==> src/rtl/pixel_writer_if.sv <==
// -----------------------------------------------------------------------------
// pixel_writer_if
// Bundles the pixel capture strobe, the framebuffer write port and the frame
// status signals of pixel_writer.
//
//   pixel_valid/pixel_x/pixel_y/red_in/green_in/blue_in : pixel from the marcher
//   fb_ready                                             : framebuffer accepts write
//   fb_we/fb_addr/fb_data                                : framebuffer write request
//   frame_done/frame_count/overflow                      : frame status
//   wr_state                                             : write FSM state (0 IDLE, 1 WRITE)
//
// Handshake: fb_we is a valid. A write transfers on every rising clock edge
// where fb_we && fb_ready. While fb_we is high and fb_ready is low,
// fb_addr/fb_data/fb_we hold their values. fb_we never drops without a
// transfer except on reset.
//
// Modports: slave = pixel_writer, master = the environment around it.
// -----------------------------------------------------------------------------
interface pixel_writer_if #(
    parameter int WIDTH  = 1280,
    parameter int HEIGHT = 720
);
    localparam int XW = $clog2(WIDTH);
    localparam int YW = $clog2(HEIGHT);
    localparam int AW = $clog2(WIDTH * HEIGHT);

    logic          pixel_valid;
    logic [XW-1:0] pixel_x;
    logic [YW-1:0] pixel_y;
    logic [7:0]    red_in;
    logic [7:0]    green_in;
    logic [7:0]    blue_in;
    logic          fb_ready;
    logic          fb_we;
    logic [AW-1:0] fb_addr;
    logic [15:0]   fb_data;
    logic          frame_done;
    logic [15:0]   frame_count;
    logic          overflow;
    logic          wr_state;

    modport slave (
        input  pixel_valid, pixel_x, pixel_y, red_in, green_in, blue_in, fb_ready,
        output fb_we, fb_addr, fb_data, frame_done, frame_count, overflow, wr_state
    );

    modport master (
        output pixel_valid, pixel_x, pixel_y, red_in, green_in, blue_in, fb_ready,
        input  fb_we, fb_addr, fb_data, frame_done, frame_count, overflow, wr_state
    );
endinterface

==> src/rtl/pixel_writer.sv <==
// -----------------------------------------------------------------------------
// pixel_writer
// Captures finished pixels from the raymarcher, packs RGB888 to RGB565,
// buffers them in a small FIFO and writes them to the framebuffer at
// address y*WIDTH+x. Flags the last pixel of each frame.
//
// Ports:
//   clk_in : system clock
//   rst_in : asynchronous active-high reset
//   bus    : pixel_writer_if.slave (pixel input, framebuffer port, status)
//
// Latency: a pixel strobed at clock edge N is registered at N (address
// multiply + colour pack). It is pushed into the FIFO at N+1. The write FSM
// can load it at N+2, so fb_we rises after edge N+2 at the earliest.
// -----------------------------------------------------------------------------
module pixel_writer #(
    parameter int WIDTH      = 1280,
    parameter int HEIGHT     = 720,
    parameter int FIFO_DEPTH = 8,
    parameter int SKIP_FIRST = 1
) (
    input logic           clk_in,
    input logic           rst_in,
    pixel_writer_if.slave bus
);
    localparam int XW = $clog2(WIDTH);
    localparam int YW = $clog2(HEIGHT);
    localparam int AW = $clog2(WIDTH * HEIGHT);
    localparam int PW = $clog2(FIFO_DEPTH);
    localparam int CW = PW + 1;
    localparam int EW = 1 + AW + 16;

    localparam logic [XW-1:0] X_LAST  = XW'(WIDTH - 1);
    localparam logic [YW-1:0] Y_LAST  = YW'(HEIGHT - 1);
    localparam logic [AW-1:0] WIDTH_A = AW'(WIDTH);
    localparam logic [CW-1:0] DEPTH_C = CW'(FIFO_DEPTH);

    typedef enum logic {
        S_IDLE  = 1'b0,
        S_WRITE = 1'b1
    } state_t;

    // ---------------- capture stage ----------------
    logic          skip_q;
    logic          cap_valid_q;
    logic [AW-1:0] cap_addr_q;
    logic [15:0]   cap_data_q;
    logic          cap_last_q;
    logic          in_range;

    assign in_range = (bus.pixel_x <= X_LAST) && (bus.pixel_y <= Y_LAST);

    always_ff @(posedge clk_in or posedge rst_in) begin
        if (rst_in) begin
            skip_q      <= (SKIP_FIRST != 0);
            cap_valid_q <= 1'b0;
            cap_addr_q  <= '0;
            cap_data_q  <= '0;
            cap_last_q  <= 1'b0;
        end else begin
            cap_valid_q <= 1'b0;
            if (bus.pixel_valid) begin
                // The marcher sits in PIXEL_DONE with a stale colour out of
                // reset, so its first strobe only disarms the skip flag.
                if (skip_q) begin
                    skip_q <= 1'b0;
                end else if (in_range) begin
                    cap_valid_q <= 1'b1;
                    cap_addr_q  <= AW'(bus.pixel_y) * WIDTH_A + AW'(bus.pixel_x);
                    cap_data_q  <= {bus.red_in[7:3], bus.green_in[7:2], bus.blue_in[7:3]};
                    cap_last_q  <= (bus.pixel_x == X_LAST) && (bus.pixel_y == Y_LAST);
                end
            end
        end
    end

    // ---------------- FIFO of {last, addr, data} ----------------
    logic [EW-1:0] mem [FIFO_DEPTH];
    logic [PW-1:0] wr_ptr_q, rd_ptr_q;
    logic [CW-1:0] count_q;
    logic          overflow_q;
    logic          full, push, pop;
    logic [EW-1:0] head, next_head;

    state_t        state_q;
    logic          fb_we_q;
    logic [AW-1:0] fb_addr_q;
    logic [15:0]   fb_data_q;
    logic          last_q;
    logic          frame_done_q;
    logic [15:0]   frame_count_q;

    assign full = (count_q == DEPTH_C);
    assign pop  = fb_we_q && bus.fb_ready;
    // A pop in the same cycle frees a slot, so a push on a full FIFO still lands.
    assign push = cap_valid_q && (!full || pop);

    assign head      = mem[rd_ptr_q];
    assign next_head = mem[rd_ptr_q + PW'(1)];

    always_ff @(posedge clk_in) begin
        if (push) begin
            mem[wr_ptr_q] <= {cap_last_q, cap_addr_q, cap_data_q};
        end
    end

    always_ff @(posedge clk_in or posedge rst_in) begin
        if (rst_in) begin
            wr_ptr_q   <= '0;
            rd_ptr_q   <= '0;
            count_q    <= '0;
            overflow_q <= 1'b0;
        end else begin
            if (push) wr_ptr_q <= wr_ptr_q + PW'(1);
            if (pop)  rd_ptr_q <= rd_ptr_q + PW'(1);
            case ({push, pop})
                2'b10:   count_q <= count_q + CW'(1);
                2'b01:   count_q <= count_q - CW'(1);
                default: count_q <= count_q;
            endcase
            if (cap_valid_q && !push) begin
                overflow_q <= 1'b1;
            end
        end
    end

    // ---------------- write FSM ----------------
    // The output registers always mirror the FIFO head while in WRITE; the
    // entry stays in the FIFO until the framebuffer accepts it.
    always_ff @(posedge clk_in or posedge rst_in) begin
        if (rst_in) begin
            state_q       <= S_IDLE;
            fb_we_q       <= 1'b0;
            fb_addr_q     <= '0;
            fb_data_q     <= '0;
            last_q        <= 1'b0;
            frame_done_q  <= 1'b0;
            frame_count_q <= '0;
        end else begin
            frame_done_q <= 1'b0;
            case (state_q)
                S_IDLE: begin
                    if (count_q != '0) begin
                        {last_q, fb_addr_q, fb_data_q} <= head;
                        fb_we_q <= 1'b1;
                        state_q <= S_WRITE;
                    end
                end
                S_WRITE: begin
                    if (bus.fb_ready) begin
                        if (last_q) begin
                            frame_done_q  <= 1'b1;
                            frame_count_q <= frame_count_q + 16'd1;
                        end
                        // count_q > 1 means a second entry is already stored
                        // behind the head being popped now.
                        if (count_q > CW'(1)) begin
                            {last_q, fb_addr_q, fb_data_q} <= next_head;
                        end else begin
                            fb_we_q <= 1'b0;
                            state_q <= S_IDLE;
                        end
                    end
                end
                default: begin
                    fb_we_q <= 1'b0;
                    state_q <= S_IDLE;
                end
            endcase
        end
    end

    assign bus.fb_we       = fb_we_q;
    assign bus.fb_addr     = fb_addr_q;
    assign bus.fb_data     = fb_data_q;
    assign bus.frame_done  = frame_done_q;
    assign bus.frame_count = frame_count_q;
    assign bus.overflow    = overflow_q;
    assign bus.wr_state    = state_q;
endmodule

==> src/flat_wrapper.sv <==
// flat-port wrapper written by rule: the top's interface ports become plain ports
module pixel_writer_flat 
#(
    parameter int WIDTH      = 1280,
    parameter int HEIGHT     = 720,
    parameter int FIFO_DEPTH = 8,
    parameter int SKIP_FIRST = 1
)
  (clk_in, rst_in, bus_pixel_valid, bus_pixel_x, bus_pixel_y, bus_red_in, bus_green_in, bus_blue_in, bus_fb_ready, bus_fb_we, bus_fb_addr, bus_fb_data, bus_frame_done, bus_frame_count, bus_overflow, bus_wr_state);
  pixel_writer_if #(.WIDTH(WIDTH), .HEIGHT(HEIGHT)) bus_i ();
  input logic clk_in;
  input logic rst_in;
  input wire logic [$bits(bus_i.pixel_valid)-1:0] bus_pixel_valid;
  input wire logic [$bits(bus_i.pixel_x)-1:0] bus_pixel_x;
  input wire logic [$bits(bus_i.pixel_y)-1:0] bus_pixel_y;
  input wire logic [$bits(bus_i.red_in)-1:0] bus_red_in;
  input wire logic [$bits(bus_i.green_in)-1:0] bus_green_in;
  input wire logic [$bits(bus_i.blue_in)-1:0] bus_blue_in;
  input wire logic [$bits(bus_i.fb_ready)-1:0] bus_fb_ready;
  output wire logic [$bits(bus_i.fb_we)-1:0] bus_fb_we;
  output wire logic [$bits(bus_i.fb_addr)-1:0] bus_fb_addr;
  output wire logic [$bits(bus_i.fb_data)-1:0] bus_fb_data;
  output wire logic [$bits(bus_i.frame_done)-1:0] bus_frame_done;
  output wire logic [$bits(bus_i.frame_count)-1:0] bus_frame_count;
  output wire logic [$bits(bus_i.overflow)-1:0] bus_overflow;
  output wire logic [$bits(bus_i.wr_state)-1:0] bus_wr_state;
  assign bus_i.pixel_valid = bus_pixel_valid;
  assign bus_i.pixel_x = bus_pixel_x;
  assign bus_i.pixel_y = bus_pixel_y;
  assign bus_i.red_in = bus_red_in;
  assign bus_i.green_in = bus_green_in;
  assign bus_i.blue_in = bus_blue_in;
  assign bus_i.fb_ready = bus_fb_ready;
  assign bus_fb_we = bus_i.fb_we;
  assign bus_fb_addr = bus_i.fb_addr;
  assign bus_fb_data = bus_i.fb_data;
  assign bus_frame_done = bus_i.frame_done;
  assign bus_frame_count = bus_i.frame_count;
  assign bus_overflow = bus_i.overflow;
  assign bus_wr_state = bus_i.wr_state;
  pixel_writer #(.WIDTH(WIDTH), .HEIGHT(HEIGHT), .FIFO_DEPTH(FIFO_DEPTH), .SKIP_FIRST(SKIP_FIRST)) u_core (.clk_in(clk_in), .rst_in(rst_in), .bus(bus_i));
endmodule
==> config.mk <==
export PLATFORM = sky130hd
export DESIGN_NAME = pixel_writer_flat
export DESIGN_NICKNAME = d
export VERILOG_FILES = /design/src/rtl/pixel_writer_if.sv /design/src/rtl/pixel_writer.sv /design/src/flat_wrapper.sv
export SDC_FILE = /design/constraint.sdc
export NUM_CORES = 1
export LEC_CHECK = 0
export ABC_AREA = 1
export BUFFER_PORTS_ARGS = -buffer_cell sky130_fd_sc_hd__clkbuf_2
export CORE_MARGIN = 3
export CORE_UTILIZATION = 50
export CTS_CLUSTER_DIAMETER = 40
export DETAILED_ROUTE_END_ITERATION = 12
export MAX_ROUTING_LAYER = met4
export PLACE_DENSITY_LB_ADDON = 0.15
export SKIP_LAST_GASP = 1
export SLEW_MARGIN = 0
export SYNTH_ARGS = -nofsm -noshare
export SYNTH_HDL_FRONTEND = slang
export SYNTH_SLANG_ARGS = --single-unit
export TNS_END_PERCENT = 5
==> constraint.sdc <==
create_clock -name clk_in -period 4.2 [get_ports clk_in]
set_clock_uncertainty 0.15 [all_clocks]
set_input_delay 0.84 -clock clk_in [delete_from_list [all_inputs] [get_ports clk_in]]
set_output_delay 0.84 -clock clk_in [all_outputs]
set_load 0.02 [all_outputs]
==> results.md, run 1 <==
* Cell Count, Final, Fillers Out at about 2600
* RSZ-0062 raised after global routing: false
* Setup crit start kind: register
* Drt pass-1 iters at 6
* Placed instance area at 20100 um^2
* CTS Root Cell: clkbuf_16
* Die ar. at about 40000 um^2
* Vias in the first global route at between 10000 and 15000
* Final WS setup at 925 ps
* Worst hold stages at 2
* Minimum clock period at about 3300 ps
* Syn_nets at 2037
* Hold_sp: bus_pixel_valid
* Multi-input gate area at 6770 um^2
* Cells after Synth at a little under 2000
* Fin Setup TNS at 0 ps
* Hold EP: u_core.skip_q
* Hold_buf cts at 0
* VDD IR max at between 0.0007 and 0.0008 V
* WS Path Type: register to register
* MaxCap Viol Count at 0
* Detail Placement HPWL at 26.1 mm
* #FFs+latches synth at between 400 and 500
* H-Tree Depth at 2
* RD Place Congestion at 0.810
* Fin. Hold Viols at 0
* Placed insts at around 2500
* Ratio of cells with drive above 1 in the final layout at 11.8%
* PwrDens at approximately 790 nW/um^2
* Worst Reg-to-Reg Cells at 8
* Top cells by area, synth: edfxtp_1, dfrtp_1, o21ai_0, nor2_1, nand2_1
* Wire length per cell at 19.1 um
* Cell taking the most area after synthesis: edfxtp_1
* First-pass GRT wire length at roughly 77 mm
* Final slew viol count at 0
* IO buf count at 96
* Num CTS Buffers at 56
* Final-report setup violation count at 0
* Largest net degree at the start of global routing at 125
* Slowest Stage Delay on Critical Path at about 850 ps
* Cell family with most CP delay: buffers and inverters
* Synth warnings at 0
* Longest Clk Path Bufs at 3
* Initial antenna violation count at 0
* Worst-path fanout max at around 110
* HP Class: input port to register
* Worst Max-Slew Pin Slew at 1160 ps
* Max-slew headroom at about 23%
* Routed via count at between 10000 and 15000
* I/O pin cnt at about 110
* Setup crit end kind: register
* Initial DRC Count at approximately 1300
* Finished Cell Area at 22000 um^2
* Worst slack, placed at between 900 and 1000 ps
* Postcts setup bufs at 0
* Synth top area share at 46.2%
* R2r setup slk at roughly 900 ps
* Clk_lat worst skew at around 590 ps
* WP data arrival at roughly 3600 ps
* Period utilisation layout at approximately 78%
* Clock sinks at 402
* Post-synthesis sequential area ratio at between 60% and 70%
* CTS tree: done
* Total Routing Usage GR at 24.6%
* Row count at between 70 and 80
* Post-synthesis cell area at 19200 um^2
* Layout fillers at a little over 3000
* Crit path buffers/inverters at 2
* Residual DRC at 0
* Required time worst endpoint at about 4600 ps
* Drt total wl at between 40 and 50 mm
* Congestion Overflow GR at 0
* CP max-delay cell: buf_4
* Netlist cell types at 37
* Leakage at 8.52 nW
* Post-synth EDFFs at slightly below 300
* Via-to-Cell Ratio at 5.80
* Most used cell, CP: nand2_1
* Die Span X at between 200 and 250 um
* CP startpoint: u_core.rd_ptr_q[0]
* Status: complete, no violations
* Clk pin slew, worst setup/hold paths at 60 ps
* FF-to-FF End: u_core.bus.fb_addr[9]
* Synth Area per Inst at 9.81 um^2
* Worst path cell trace: buf_4, buf_4, o21ai_0, o221ai_1, o211ai_1, nand2_1, nand2_1, nand2_1
* Initial Utilization at just over 50%
* F_max at between 300 and 400 MHz
* Area growth from synthesis to layout at 14.6%
* # nets final at about 2100
* Main synth FF type: edfxtp_1
* Vert. Die Dim at roughly 200 um
* DRT antenna net count at 0
* Post-synth ARST share at roughly a quarter
* ANT cells at 0
* Post-CTS sizing at 0
* Core area at approximately 38000 um^2
* Register area at 11600 um^2
* Reg-to-Reg Start: u_core.rd_ptr_q[0]
==> synthesized netlist by cell type (2+ instances only) <==
master    instances
and3_1            2
ha_1             26
o211ai_1        111
buf_1            12
clkbuf_1         75
o21ai_1          60
nand4_1           9
a31oi_1           2
edfxtp_1        296
nor2_1          328
o221ai_1         37
o21ai_0         293
inv_2             2
nand3b_1          2
inv_1            90
nor3_1            6
nand2_1         313
buf_2            34
xor2_1           14
o22ai_1          37
buf_4             6
buf_6             9
a21oi_1          45
nand3_1          21
dfrtp_1         105
fa_1              2
xnor2_1          13
==> sequential cells by signal, indices dropped and copies added (netlist names) <==
register	cells
u_core.count_q	4
u_core.cap_addr_q	20
u_core.bus.frame_count	16
u_core.mem	296
u_core.bus.fb_data	16
u_core.cap_last_q	1
u_core.wr_ptr_q	3
u_core.skip_q	1
u_core.cap_data_q	16
u_core.bus.wr_state	1
u_core.cap_valid_q	1
u_core.bus.overflow	1
u_core.bus.fb_we	1
u_core.rd_ptr_q	3
u_core.last_q	1
u_core.bus.fb_addr	20
u_core.bus.frame_done	1
==> worst register-to-register path, cell delays in order, from the launching register on <==
cell and delay (ps):
dfrtp_4 570, buf_4 610, buf_4 880, o21ai_0 230
o221ai_1 290, o211ai_1 140, nand2_1 90, nand2_1 120
nand2_1 120
==> routing by layer <==
layer	part of all wire, %	vias up	global-route usage (%)
met5	0	-	-
met1	42	7138	31.9
met3	7.9	128	4.30
met4	2.7	0	8.76
li1	-	7032	-
met2	48	550	39.5
==> cell families after synthesis <==
logic type,count (synthesis),share of synthesized area [%]
AND/OR/NAND/NOR,685,13.8
AO/OA/AOI/OAI,589,17.8
flip-flops,402,60.0
buffers and inverters,229,5.22
adder cells (fa/ha/maj),28,1.90
XOR/XNOR,27,1.23
==> cells in the final DEF, fill, tap and decap left out, types with 2 or more instances in the layout <==
cell,netlist,routed
inv_2,2,2
clkinv_2,0,5
ha_1,26,25
o21ai_1,60,60
clkinv_4,0,6
and3_1,2,2
a21oi_1,45,44
nor3_1,6,6
clkbuf_2,0,96
o21ai_0,293,293
clkinvlp_4,0,8
nor2_1,328,320
o22ai_1,37,37
nand4_1,9,9
o211ai_1,111,111
dfrtp_1,105,101
fa_1,2,2
a31oi_1,2,2
dfrtp_4,0,2
nor2_4,0,8
clkinv_1,0,3
buf_12,0,6
buf_4,6,23
dfrtp_2,0,2
xnor2_1,13,12
clkbuf_16,0,57
nand2_1,313,312
edfxtp_1,296,296
nand3_1,21,21
inv_1,90,88
clkbuf_1,75,8
bufinv_16,0,9
xor2_1,14,14
inv_6,0,6
nand3b_1,2,2
o221ai_1,37,37
==> stage by stage <==
step                power [mW]  utilization, %  hold WS [ps]
floorplan                 10.5               -           274
global placement          12.3            53.2           287
detailed placement        12.5            53.2           291
CTS                       17.4            58.3           212
global route              18.5            58.3           232
finish                    17.3            58.3           237
==> area by class of cell <==
type                            count  share of cell area, %
Clock buffer                       66                   6.67
Clock inverter                     37                   2.15
Timing Repair Buffer              125                   3.51
Inverter                           92                   1.60
Multi-Input combinational cell   1329                   30.7
Tap cell                          511                   2.90
Sequential cell                   402                   52.4
==> report_power, final <==
| group | internal [mW] | switching [mW] | total (mW) |
|---|---|---|---|
| combinational | 2.20 | 4.83 | 7.02 |
| clock | 3.07 | 1.76 | 4.83 |
| sequential | 5.01 | 0.458 | 5.47 |
==> worst max path at each step <==
| stage | end | cells after the start |
|---|---|---|
| floorplan | u_core.bus.fb_addr[0] | 1 |
| global route | u_core.bus.fb_addr[9] | 8 |
| detailed placement | u_core.cap_addr_q[19] | 11 |
| finish | u_core.bus.fb_addr[9] | 8 |
| CTS | u_core.bus.fb_addr[9] | 8 |
| global placement | u_core.cap_addr_q[19] | 11 |
No activity file was read; power rests on OpenSTA's default activity.
==> inputs of run 2 (changes only) <==
Clock period 4.2 ns to 2.8 ns, I/O delays scaled along.
==> run 2 against run 1 <==
  * Worst hold slack got worse by 210 ps
  * Critical path type unchanged
  * Flip-flop and latch count did not move
  * Global-route usage rose by 0.26 points
  * Die area did not move
  * Combinational power rose by 54%
  * Non-clock buffer count rose by 20
==> results.md, run 2 (synthesis gave the netlist of run 1 again) <==
* Status: complete, no violations
* Vert. Die Dim at 202 um (unchanged)
* Sw Pwr at 10.9 mW (+55%)
* Leakage at 8.87 nW (+4.2%)
* Placed insts at 2478 (+0.77%)
* Pwr Total at 27.5 mW (+59%)
* R2r setup slk at 340 ps (-590 ps)
* RSZ-0062 raised after global routing: false
* Clock network power share at 30.9% (+3.0 points)
* Clk pin slew, worst setup/hold paths at 50 ps (about the same)
* CP max-delay cell: buf_4
* Detail Placement HPWL at 26.7 mm (+2.6%)
* Routed via count at 15100 (+1.8%)
* CTS tree: done
* Cell family with most CP delay: buffers and inverters
* PwrDens at 1210 nW/um^2 (+54%)
* Most common cell after layout, fill and taps aside: nor2_1
* Worst Reg-to-Reg Cells at 7 (-1)
* Setup crit start kind: register
* Pint at 16.6 mW (+61%)
* Core area at 37800 um^2 (unchanged)
* Residual DRC at 0 (unchanged)
* IO buf count at 96 (unchanged)
* Largest register by flop count: u_core.mem
* RD Place Congestion at 0.835 (+3.0%)
* Initial antenna violation count at 0 (unchanged)
* F_max at 406 MHz (+33%)
* Clk_lat worst skew at 580 ps (about the same)
* Die Span X at 202 um (unchanged)
* Worst Max-Slew Pin Slew at 1070 ps (-87.0 ps)
* Setup crit end kind: register
* Row count at 71 (unchanged)
* Worst path cell trace: buf_4, o21ai_0, o22ai_1, o211ai_1, nand2_1, nand2_1, nand2_1
* Via-to-Cell Ratio at 5.81 (+0.20%)
* Die ar. at 40800 um^2 (unchanged)
* Seq pwr share at 29.8% (-1.8 points)
* Required time worst endpoint at 3150 ps (-1410 ps)
* # nets final at 2114 (+1.5%)
* Wire length per cell at 19.1 um (-0.12%)
* Longest Clk Path Bufs at 3 (unchanged)
* Final-report setup violation count at 0 (unchanged)
* Num CTS Buffers at 67 (+20%)
* WS Path Type: register to register
* I/O pin cnt at 105 (unchanged)
* Vias in the first global route at 14800 (+1.3%)
* Slowest Stage Delay on Critical Path at 840 ps (about the same)
* MaxCap Viol Count at 0 (unchanged)
* Largest net degree at the start of global routing at 212 (+70%)
* Drt total wl at 49.8 mm (+1.4%)
* Minimum clock period at 2460 ps (-815 ps)
* Initial Utilization at 50.9% (unchanged)
* First-pass GRT wire length at 78.2 mm (+1.2%)
* Commonest non-fill, non-tap cells in the layout: nor2_1, nand2_1, edfxtp_1, o21ai_0, o211ai_1
* CTS Root Cell: clkbuf_16
* Postcts setup bufs at 0 (unchanged)
* Area growth from synthesis to layout at 18.5%
* Largest register FFs at 296 (unchanged)
* ANT cells at 0 (unchanged)
* Reg-to-Reg Start: u_core.rd_ptr_q[0]
* H-Tree Depth at 3 (+1)
* Period utilisation layout at 87.9% (+9.9 points)
* Initial DRC Count at 1479 (+16%)
* Fin. Hold Viols at 0 (unchanged)
* VDD IR max at 0.00128 V (+73%)
* WP data arrival at 2810 ps (-830 ps)
* Worst-path fanout max at 122 (+8.9%)
* Ratio of cells with drive above 1 in the final layout at 13.4% (+1.7 points)
* FF-to-FF End: u_core.bus.fb_addr[9]
* Most used cell, CP: nand2_1
* Sw frac at 39.7% (-0.93 points)
* Cell Count, Final, Fillers Out at 2602 (+1.6%)
* Congestion Overflow GR at 0 (unchanged)
* Crit path buffers/inverters at 1 (-1)
* Clock sinks at 402 (unchanged)
* Total Routing Usage GR at 24.9% (+0.26 points)
* Final slew viol count at 0 (unchanged)
* Comb pwr share at 39.3% (-1.2 points)
* HP Class: input port to asynchronous set/reset pin
* Critical path depth at 7 (-1)
* Max-slew headroom at 28.8% (+6.2 points)
* DRT antenna net count at 0 (unchanged)
* Drt pass-1 iters at 6 (unchanged)
## run 2: changes by cell type in the layout (fill, tap and decap cells not counted), sizes merged
cell         before  now
buf              29   48
clkinvlp          8    9
inv              98  104
dlygate4sd3       0    1
clkbuf          162  176
clkinv           14   13
## run 2: power groups by stage
stage	registers, mW	logic, mW	clock network (mW)
finish	8.20	10.8	8.49
global route	8.31	12.1	8.90
CTS	8.19	10.8	8.64
detailed placement	8.29	10.7	0
global placement	8.26	10.4	0
floorplan	8.48	7.33	0
## run 2: cell type report
| class | count | area (um^2) |
|---|---|---|
| Sequential cell | 402 | 11600 |
| Timing Repair Buffer | 145 | 1100 |
| Multi-Input combinational cell | 1329 | 6770 |
| Clock buffer | 80 | 1820 |
| Clock inverter | 43 | 548 |
| Fill cell | 3052 | 15000 |
| Tap cell | 511 | 639 |
| Inverter | 92 | 354 |
## run 2: worst reg2reg max path, cell delays in order (launching register included)
cell      delay (ps)
dfrtp_4          460
buf_4            840
o21ai_0          300
o22ai_1          250
o211ai_1         100
nand2_1          120
nand2_1           70
nand2_1           90
## run 2: metal layers
| layer | GRT usage (%) | up-vias | wire, um |
|---|---|---|---|
| met5 | - | - | 0 |
| met4 | 8.24 | 0 | 1260 |
| met3 | 4.01 | 116 | 3890 |
| met2 | 39.6 | 623 | 23600 |
| met1 | 33.0 | 7263 | 21000 |
| li1 | - | 7108 | - |
## run 2: timing repair
item	4_1_cts	5_1_grt
gates resized for setup	0	0
endpoints found under the hold margin	1	0
hold buffers	1	0
## run 2: through the flow
stage	instance area, um^2	TNS [ps]	setup slack (ps)	util [%]	hold slack [ps]
floorplan	19200	-147210	-564	-	274
global placement	20400	-81.7	-57.1	54.0	287
detailed placement	20400	-101	-66.2	54.0	292
CTS	22800	0	395	60.3	20.4
global route	22800	0	129	60.3	29.6
finish	22800	0	339	60.3	23.3
## run 2: how the worst max path moves through the flow
| stage | from | endpoint |
|---|---|---|
| 2_1_floorplan | bus_fb_ready | u_core.mem[0][0] |
| 3_3_place_gp | bus_pixel_y[1] | u_core.cap_addr_q[19] |
| 3_5_place_dp | bus_pixel_y[1] | u_core.cap_addr_q[19] |
| 4_1_cts | u_core.rd_ptr_q[0] | u_core.bus.fb_addr[9] |
| 5_1_grt | u_core.rd_ptr_q[0] | u_core.bus.fb_addr[10] |
| 6_report | u_core.rd_ptr_q[0] | u_core.bus.fb_addr[9] |
